--- src/rtl/mem_dma_pkg.sv ---
// Shared types and constants for the mem_dma word-copy engine.
package mem_dma_pkg;

    typedef enum logic [1:0] {
        IDLE  = 2'd0,
        READ  = 2'd1,
        WRITE = 2'd2,
        DONE  = 2'd3
    } state_t;

    localparam int unsigned WORD_BYTES = 2;

endpackage

--- src/rtl/mem_dma.sv ---
// Word-copy DMA master for the 16-bit byte-addressed memory port.
// Optional running checksum of copied words: define MEM_DMA_CHECKSUM_EN.
module mem_dma
    import mem_dma_pkg::*;
#(
    parameter int unsigned ADDR_W = 16,
    parameter int unsigned DATA_W = 16,
    parameter int unsigned LEN_W  = 16
) (
    input  logic              clk,
    input  logic              rst,
    input  logic              start,
    input  logic [ADDR_W-1:0] src_addr,
    input  logic [ADDR_W-1:0] dst_addr,
    input  logic [LEN_W-1:0]  length,
    output logic              busy,
    output logic              done,
    output logic [ADDR_W-1:0] mem_address,
    output logic [DATA_W-1:0] mem_data_in,
    output logic              mem_write_enable,
`ifdef MEM_DMA_CHECKSUM_EN
    output logic [DATA_W-1:0] checksum,
`endif
    input  logic [DATA_W-1:0] mem_data_out
);

    localparam logic [ADDR_W-1:0] STEP = ADDR_W'(WORD_BYTES);
    localparam logic [LEN_W-1:0]  ONE  = LEN_W'(1);

    state_t              state, state_next;
    logic [ADDR_W-1:0]   src_ptr, src_ptr_next;
    logic [ADDR_W-1:0]   dst_ptr, dst_ptr_next;
    logic [LEN_W-1:0]    remaining, remaining_next;
    logic [DATA_W-1:0]   word_buf, word_buf_next;
    logic [ADDR_W-1:0]   mem_address_next;
    logic                busy_next, done_next, write_enable_next;
`ifdef MEM_DMA_CHECKSUM_EN
    logic [DATA_W-1:0]   checksum_next;
`endif

    // The write data bus is the captured word itself, so it holds between writes.
    assign mem_data_in = word_buf;

    always_ff @(posedge clk or posedge rst) begin
        if (rst) begin
            state            <= IDLE;
            src_ptr          <= '0;
            dst_ptr          <= '0;
            remaining        <= '0;
            word_buf         <= '0;
            mem_address      <= '0;
            busy             <= 1'b0;
            done             <= 1'b0;
            mem_write_enable <= 1'b0;
`ifdef MEM_DMA_CHECKSUM_EN
            checksum         <= '0;
`endif
        end else begin
            state            <= state_next;
            src_ptr          <= src_ptr_next;
            dst_ptr          <= dst_ptr_next;
            remaining        <= remaining_next;
            word_buf         <= word_buf_next;
            mem_address      <= mem_address_next;
            busy             <= busy_next;
            done             <= done_next;
            mem_write_enable <= write_enable_next;
`ifdef MEM_DMA_CHECKSUM_EN
            checksum         <= checksum_next;
`endif
        end
    end

    // Next-state and next-output values; outputs are loaded one cycle ahead of their state.
    always_comb begin
        state_next        = state;
        src_ptr_next      = src_ptr;
        dst_ptr_next      = dst_ptr;
        remaining_next    = remaining;
        word_buf_next     = word_buf;
        mem_address_next  = mem_address;
        busy_next         = busy;
        done_next         = 1'b0;
        write_enable_next = 1'b0;
`ifdef MEM_DMA_CHECKSUM_EN
        checksum_next     = checksum;
`endif

        case (state)
            IDLE: begin
                if (start) begin
                    src_ptr_next   = src_addr;
                    dst_ptr_next   = dst_addr;
                    remaining_next = length;
`ifdef MEM_DMA_CHECKSUM_EN
                    checksum_next  = '0;
`endif
                    if (length == '0) begin
                        state_next = DONE;
                        done_next  = 1'b1;
                    end else begin
                        state_next       = READ;
                        busy_next        = 1'b1;
                        mem_address_next = src_addr;
                    end
                end
            end
            READ: begin
                word_buf_next     = mem_data_out;
                src_ptr_next      = src_ptr + STEP;
                state_next        = WRITE;
                mem_address_next  = dst_ptr;
                write_enable_next = 1'b1;
            end
            WRITE: begin
                dst_ptr_next   = dst_ptr + STEP;
                remaining_next = remaining - ONE;
`ifdef MEM_DMA_CHECKSUM_EN
                checksum_next  = checksum + word_buf;
`endif
                if (remaining == ONE) begin
                    state_next = DONE;
                    done_next  = 1'b1;
                    busy_next  = 1'b0;
                end else begin
                    state_next       = READ;
                    mem_address_next = src_ptr;
                end
            end
            DONE: begin
                state_next = IDLE;
            end
            default: begin
                state_next = IDLE;
            end
        endcase
    end

endmodule

--- config.mk ---
export PLATFORM = sky130hd
export DESIGN_NAME = mem_dma
export DESIGN_NICKNAME = d
export VERILOG_FILES = /design/src/rtl/mem_dma_pkg.sv /design/src/rtl/mem_dma.sv
export SDC_FILE = /design/constraint.sdc
export NUM_CORES = 1
export LEC_CHECK = 0
export CORE_MARGIN = 3
export CORE_UTILIZATION = 47
export CTS_CLUSTER_SIZE = 24
export DETAILED_ROUTE_END_ITERATION = 12
export PLACE_DENSITY = 0.77
export SETUP_SLACK_MARGIN = 0.3
export SYNTH_ARGS = -nofsm -noshare
export SYNTH_HDL_FRONTEND = slang
export SYNTH_SLANG_ARGS = --single-unit
--- constraint.sdc ---
create_clock -name clk -period 2.85 [get_ports clk]
set_clock_uncertainty 0.2 [all_clocks]
set_input_delay 0.4275 -clock clk [delete_from_list [all_inputs] [get_ports clk]]
set_output_delay 0.4275 -clock clk [all_outputs]
set_load 0.02 [all_outputs]
After elaboration in Yosys (flattened, before gate mapping) --
Index checks and enable logic that the tools add are counted. W data, S select, Z words.
Operators by class: muxes and demuxes 23, reductions and logical operators 9, equality and inequality tests 8, add/sub/neg operators 3
Operators by type and width (count):
- $mux W16 | 6
- $pmux W16 S2 | 3
- $pmux W16 S3 | 1
- $add A16 B2 Y16 const B | 2
- $eq A16 B1 Y1 const B | 1
- $logic_not A16 Y1 | 1
- $sub A16 B1 Y16 const B | 1
- $ne A2 B2 Y1 const B | 4
- $pmux W2 S4 | 1
- $reduce_and A4 Y1 | 2
- $mux W1 | 7
- $mux W2 | 3
- $eq A2 B2 Y1 const B | 2
- $pmux W1 S2 | 2
- $reduce_and A2 Y1 | 2
- $reduce_bool A2 Y1 | 2
- $reduce_bool A3 Y1 | 1
- $eq A2 B1 Y1 const B | 1
- $logic_not A2 Y1 | 1
Word-level totals: output and inout port bits 35, logic and storage cells 52, input port bits 67, bits in registers 85

Longest topological paths before layout --
Gate-level depths: netlist (run 1).
word-level depth 4, gate-level depth with buffers 9, gate-level depth less buffers 7

Worst setup path before layout (run 1) --
OpenSTA, ideal clock, no wires.
kind register -> register, start register state[0], end register mem_address[10], slack 0.528 ns, arrival 1.997 ns, cell stages (with the launch flop) 9, library setup time 0.125 ns, path buffers 2, cell sequence dfrtp_1 inv_1 ha_1 clkbuf_8 and4b_1 and4_4 nor4_4 buf_8 mux2_4
On the way: word-level cells in the longest chain between the ends 3
Ends and longest elaborated chain:
- start, declared | line mem_dma.sv:30 | state_t state, state_next;
- start signal, assigned | line mem_dma.sv:59 | state <= state_next;
- $eq A2 B2 Y1 (tied with other cells) | line mem_dma.sv:89 | case (state)
- $ne A2 B2 Y1 (no line) / $reduce_bool A3 Y1 (equally long branches)
- $reduce_and A4 Y1 (no line)
- end signal, assigned | line mem_dma.sv:64 | mem_address <= mem_address_next;
- end, declared | line mem_dma.sv:18 | output logic [ADDR_W-1:0] mem_address,
Several ways; a longest one is shown, not always the timed one. A chain may end at the register's enable or synchronous reset.

Worst setup path after layout (run 1) --
start register state[1], end register mem_address[5]
The elaborated chain is that of the path after synthesis.

==> summary.md, run 1 <==
| Metric | Value |
|---|---|
| Status | `finished clean` |
| Fmax | `404 MHz` |
| Worst reg2reg setup slack | `0.38 ns` |
| Final Wtd Congestion | `between 0.9 and 1` |
| RSZ-0062 raised after global routing | `no` |
| Comb pwr share | `0.552` |
| Top_reg_cell synth | `dfrtp_1` |
| ANT nets after route | `0` |
| Max VDD drop | `between 0.0006 and 0.0007 V` |
| Clock Latency Late Sink | `0.36 ns` |
| Ratio of cells with drive above 1 in the final layout | `0.133` |
| First-pass GRT wire length | `21.2 mm` |
| Post-synthesis compound-gate area fraction | `0.208` |
| Tmin final | `between 2 and 2.5 ns` |
| CTS tree | `built` |
| Seq/Total Area, Yosys | `0.430` |
| Setup violators final | `0` |
| Net Sw Frac | `0.429` |
| N_diodes | `0` |
| Post-cts hold buffer count | `0` |
| Initial Util | `0.495` |
| Adder-Cell Fraction of Synth Area | `0.0228` |
| Hold slack | `about 0.30 ns` |
| Final hold vios | `0` |
| Post-detail-place hpwl | `~9 mm` |
| Synth Cell Area | `4950 sq um` |
| Drt first pass iters | `5` |
| Yosys cell types | `between 50 and 60` |
| Clock transition at path regs | `about 0.090 ns` |
| Remaining Overflow, GRT | `0` |
| Setup CP Type | `register to register` |
| CP endpoint | `mem_address[5]` |
| Pin count of the biggest net entering global routing | `86` |
| Post-synthesis cell count | `522` |
| Number of global-route vias before repair | `approximately 4300` |
| Arrival time worst endpoint | `2.51 ns` |
| Port bufs | `slightly above 100` |
| GRT Util Overall | `0.227` |
| P_int | `roughly 4.3 mW` |
| Startpoint Class | `register` |
| Final Worst Setup Slack | `roughly 0.38 ns` |
| Final TNS setup | `0 ns` |
| H-tree depth | `3` |
| Post-synthesis mux area share | `0.107` |
| Clk network pwr share | `0.116` |
| Fin. max-slew vios | `0` |
| Detailed Route WL | `~13 mm` |
| Yosys top cell by area | `dfrtp_1` |
| Die Span X | `approximately 110 um` |
| Clock sinks | `85` |
| R2R cell count | `7` |
| Setup crit end kind | `register` |
| Final routed DRC violation total | `0` |
| CTS root buf | `clkbuf_8` |
| Synthesis Warnings | `0` |
| Nets | `692` |
| Number of enable flip-flop cells after synthesis | `0` |
| Synth top area cells | `dfrtp_1 43%, a21oi_1 6.5%, mux2_2 5.2%` |
| # fillers | `just over 800` |
| Pre-CTS WS | `approximately 0.18 ns` |
| Crit. Startpoint | `state[1]` |
| Post-Synth XOR/XNOR Area | `0` |
| Syn-to-layout area delta | `27.9%` |
| Core ar. | `10000 sq um` |
| Main combinational cell family by area after synthesis | `compound AO/OA/AOI/OAI gates` |
| CTS Buffer Depth | `2` |
| Initial drt markers | `280` |
| Worst endpoint required time | `~2.9 ns` |
| Sw power | `about 3.2 mW` |
| Seq pwr share | `0.332` |
| Leak | `2.53 nW` |
| Fin crit share | `0.868` |
| Number of CTS-inserted buffers | `9` |
| Initial antenna violation count | `0` |
| Syn_area_per_cell | `approximately 9.5 sq um` |
| Synth Area in Simple Gates | `0.178` |
| CP max FO | `16` |
| Reg-to-Reg Start | `state[1]` |
| Synthesized flop and latch total | `between 80 and 90` |
| R2r endpoint | `mem_address[5]` |
| # rows | `36` |
| Total number of vias | `4413` |
| Top cell type's share of synthesized area | `0.430` |
| IO Pins | `a little over 100` |
| Asr flop ratio synth | `1.00` |
| Mapped Nets | `between 500 and 600` |
| Die H | `~110 um` |
| Die Area | `11800 sq um` |
| Max-slew headroom | `0.643` |
| Cell Pwr Density | `1180 nW/um^2` |
| MaxCap Viol Count | `0` |
| Actual slew at the worst max-slew pin | `around 0.53 ns` |
| Hold/Removal Path Class | `input pin to async pin` |
| Routed vias/inst | `5.88` |
| Routed len/inst | `about 18 um` |
## cell type report
cell class              count  area (sq um)  area share
well taps                 133           166      0.0263
multi-input cells         383          2570       0.406
clock buffers              11           151      0.0239
flip-flops and latches     85          2130       0.336
repair buffers            122          1220       0.193
inverters                  15          60.1     0.00948
clock inverters             2          35.0     0.00553
## per-stage QoR
stage,power (mW),std cells,instance area [sq um],utilization
final,7.44,751,6330,0.633
after CTS,7.36,742,6230,0.623
after detailed placement,6.47,729,6050,0.605
after global routing,8.02,751,6330,0.633
after floorplan,5.21,522,4950,-
after global placement,6.31,729,6050,0.605
## cell usage in the layout (no fill, tap or decap), drive strengths merged, types with 11 or more instances in the layout
cell,n
mux2i,11
dfrtp,85
a21oi,64
nand2,29
mux2,34
o22ai,16
nor2,53
nand3,25
inv,14
o22a,12
clkbuf,12
buf,20
o21ai,29
a22oi,16
clkdlybuf4s50,101
## worst max-delay path, cell delays in order (launching register included)
cell and delay (ns):
dfrtp_1 0.43, inv_2 0.09, ha_4 0.17, buf_4 0.19, nor2b_1 0.23, nor4_4 0.46
clkbuf_16 0.25, mux2_2 0.33
## logic make-up (layout without fill, tap and decap cells)
logic type	Yosys count	after routing
muxes	45	45
DFF	85	85
adders and majority gates	9	9
and+or+nand+nor	162	162
buffers and inverters	54	150
AOI/OAI and AO/OA	167	167
## how the worst min path moves through the flow
| stage | depth (start not counted) | slack (ns) | end |
|---|---|---|---|
| 3_5_place_dp | 1 | 0.30 | dst_ptr[0] |
| 6_report | 3 | 0.30 | mem_write_enable |
| 2_1_floorplan | 1 | 0.28 | dst_ptr[0] |
| 3_3_place_gp | 1 | 0.29 | mem_data_in[4] |
| 5_1_grt | 1 | 0.32 | mem_data_in[6] |
| 4_1_cts | 1 | 0.32 | mem_data_in[7] |
## metal layers
layer | routed length (um) | vias up | global-route usage
li1 | - | 2107 | -
met1 | 5710 | 2121 | 0.313
met2 | 6340 | 167 | 0.356
met3 | 952 | 18 | 0.0545
met4 | 181 | 0 | 0.0649
met5 | 0 | - | 0
## power by group through the flow
stage                     Clock (mW)  Sequential [mW]  Combinational, mW
after floorplan                    0             2.55               2.66
after global placement             0             2.43               3.88
after detailed placement           0             2.47               4.00
after CTS                      0.886             2.46               4.02
after global routing           0.930             2.57               4.52
final                          0.860             2.47               4.11
## state kept, by name (all words and copies together), names as in the netlist, 2 cells and up
name and count:
remaining 16, src_ptr 16, state 2, dst_ptr 16
mem_data_in 16, mem_address 16
## synth_stat cells, types with 10 or more instances
master,instances
nor2_1,52
a22oi_1,16
nand2_1,29
clkbuf_1,25
mux2i_1,11
mux2_4,10
o21ai_0,28
a31oi_1,10
dfrtp_1,85
o22ai_1,16
nand3_1,25
inv_1,15
a21oi_1,64
mux2_2,23
o22a_1,12
## repair_timing
item / in CTS / in global routing
resized for setup: 0 / 5
endpoints found under the hold margin: 0 / 0
setup endpoints to repair: 0 / 31
buffers inserted: 0 / 8
No activity file was read; power rests on OpenSTA's default activity.
==> run 2: changes to the inputs <==
GPL_ROUTABILITY_DRIVEN = 0   (was not set)
==> results of run 2 <==
Same layout as run 1: the final DEF is identical, and so are final timing and power.
==> variant: new RTL, config.mk and constraints of run 1 <==
`ADDR_W`: 16 -> 15.
--- a/src/rtl/mem_dma.sv
+++ b/src/rtl/mem_dma.sv
@@ -3,7 +3,7 @@
 module mem_dma
     import mem_dma_pkg::*;
 #(
-    parameter int unsigned ADDR_W = 16,
+    parameter int unsigned ADDR_W = 15,
     parameter int unsigned DATA_W = 16,
     parameter int unsigned LEN_W  = 16
 ) (
Interface: changed (resized dst_addr, mem_address and src_addr); port bits go from 102 to 99. The function was not compared with the original's and may differ.
==> variant against run 1 <==
  * Routed wire length down 8.9%
  * Fmax up 0.95%
  * Sequential cell count down 3
  * Synthesized area down 6.6%
  * Power down 6.7%
  * Clock power up 4.2%
  * Sequential power down 6%
  * Cell area down 4.7%
  * Worst setup slack better by 0.023 ns
  * Critical endpoint is now mem_address[7]
==> variant: results (changes against run 1) <==
- Routed vias: 4223 (-4.3%)
- Post-Place Cell Area: 0.00579 mm2 (-4.3%)
- Largest net degree at the start of global routing: 83 (-3.5%)
- Sequential element share of the synthesized area: 44.4% (+1.4 points)
- Peak supply drop: 752 uV (+22%)
- Vias in the first global route: 4102 (-4.7%)
- Dominant cells by area after synthesis: dfrtp_1 (44%), a21oi_1 (7.0%), mux2_2 (5.4%), nand2_1 (3.5%), mux2_4 (3.2%)
- Outcome: complete, no violations
- Leakage power total: 2.40 nW (-5.2%)
- Post-DP HPWL: 8520 um (-5.1%)
- DR iter-0 viols: 284 (+1.4%)
- Detailed Routing Iterations Pass 1: 6 (+1)
- Syn_nets: 565 (-5.5%)
- Gr usage total: 21.8% (-0.87 points)
- Most frequent cells after synthesis: dfrtp_1 (82), a21oi_1 (65), nand2_1 (43)
- I/O Buffers: 98 (-3.0%)
- Filler instances: 767 (-7.7%)
- Critical register-to-register path startpoint: remaining[10]
- Share of cells above drive strength 1: 13.2% (-0.071 points)
- Yosys cell types: 50 (-11%)
- Worst path arrival time: 2.50 ns (about the same)
- Fin Setup TNS: 0 ns (unchanged)
- Rel. slew slack: 39.5% (-25 points)
- Final Wtd Congestion: 0.854 (-6.2%)
- Total wire length: 12000 um (-8.9%)
- Critical Path Fanout Max: 10 (-6)
## variant: cell types whose count changed in the layout (fill, tap and decap cells not counted), moves of 7 or more
cell / delta
a31oi_1: -7
nand2_1: +14
nand3_1: -7
nor2_1: -12
o22a_1: -9
## variant: logic make-up after synthesis
kind of cell | count (synthesis) | synth area share, %
buffers and inverters | 44 | 4.25
adders and majority gates | 9 | 2.44
AOI/OAI and AO/OA | 160 | 20.9
DFF | 82 | 44.4
and+or+nand+nor | 150 | 16.4
muxes | 46 | 11.6
## variant: path summary, 6_finish.rpt
path | endpoint | slack (ns) | cells past startpoint
setup / recovery | mem_address[7] | 0.40 | 6
max in group asynchronous | remaining[7] | 1.73 | 3
min in group clk | busy | 0.31 | 2
setup reg to reg | mem_address[7] | 0.40 | 6
hold reg to reg | busy | 0.31 | 2
hold / removal | done | 0.30 | 3
## variant: final cells by class
type	instances	area, um2	area share [%]
Multi-Input combinational cell	365	2400	39.9
Sequential cell	82	2050	34.0
Timing Repair Buffer	114	1150	19.0
Tap cell	129	161	2.68
Clock buffer	10	138	2.28
Clock inverter	6	73.8	1.22
Inverter	14	56.3	0.933
## variant: timing repair
| action | CTS | global route |
|---|---|---|
| endpoints found under the setup margin | 0 | 25 |
| gates resized for setup | 0 | 7 |
| hold endpoints to repair | 0 | 0 |
## variant: power by group
group / internal [mW] / switching, mW
Combinational: 1.81 / 1.91
Clock: 0.438 / 0.458
Sequential: 1.75 / 0.579
## variant: worst max-delay path, cell delays in order, from the launching register on
cell,delay [ns]
dfrtp_1,0.43
or3_2,0.54
nor4_4,0.35
nand4_4,0.19
nand3_4,0.16
buf_12,0.16
mux2_4,0.31
## variant: routing by layer
layer  global-route usage (%)  vias to the layer above  routed length [um]
li1                         -                     1997                   -
met5                        0                        -                   0
met3                     3.40                       13                 653
met1                     31.0                     2047                5480
met4                     6.37                        0                 145
met2                     34.3                      166                5740
## variant: per-stage QoR
stage               hold WS [ns]  std cells
global placement           0.287        704
floorplan                  0.280        491
detailed placement         0.295        704
finish                     0.303        720
CTS                        0.316        720
global route               0.331        720
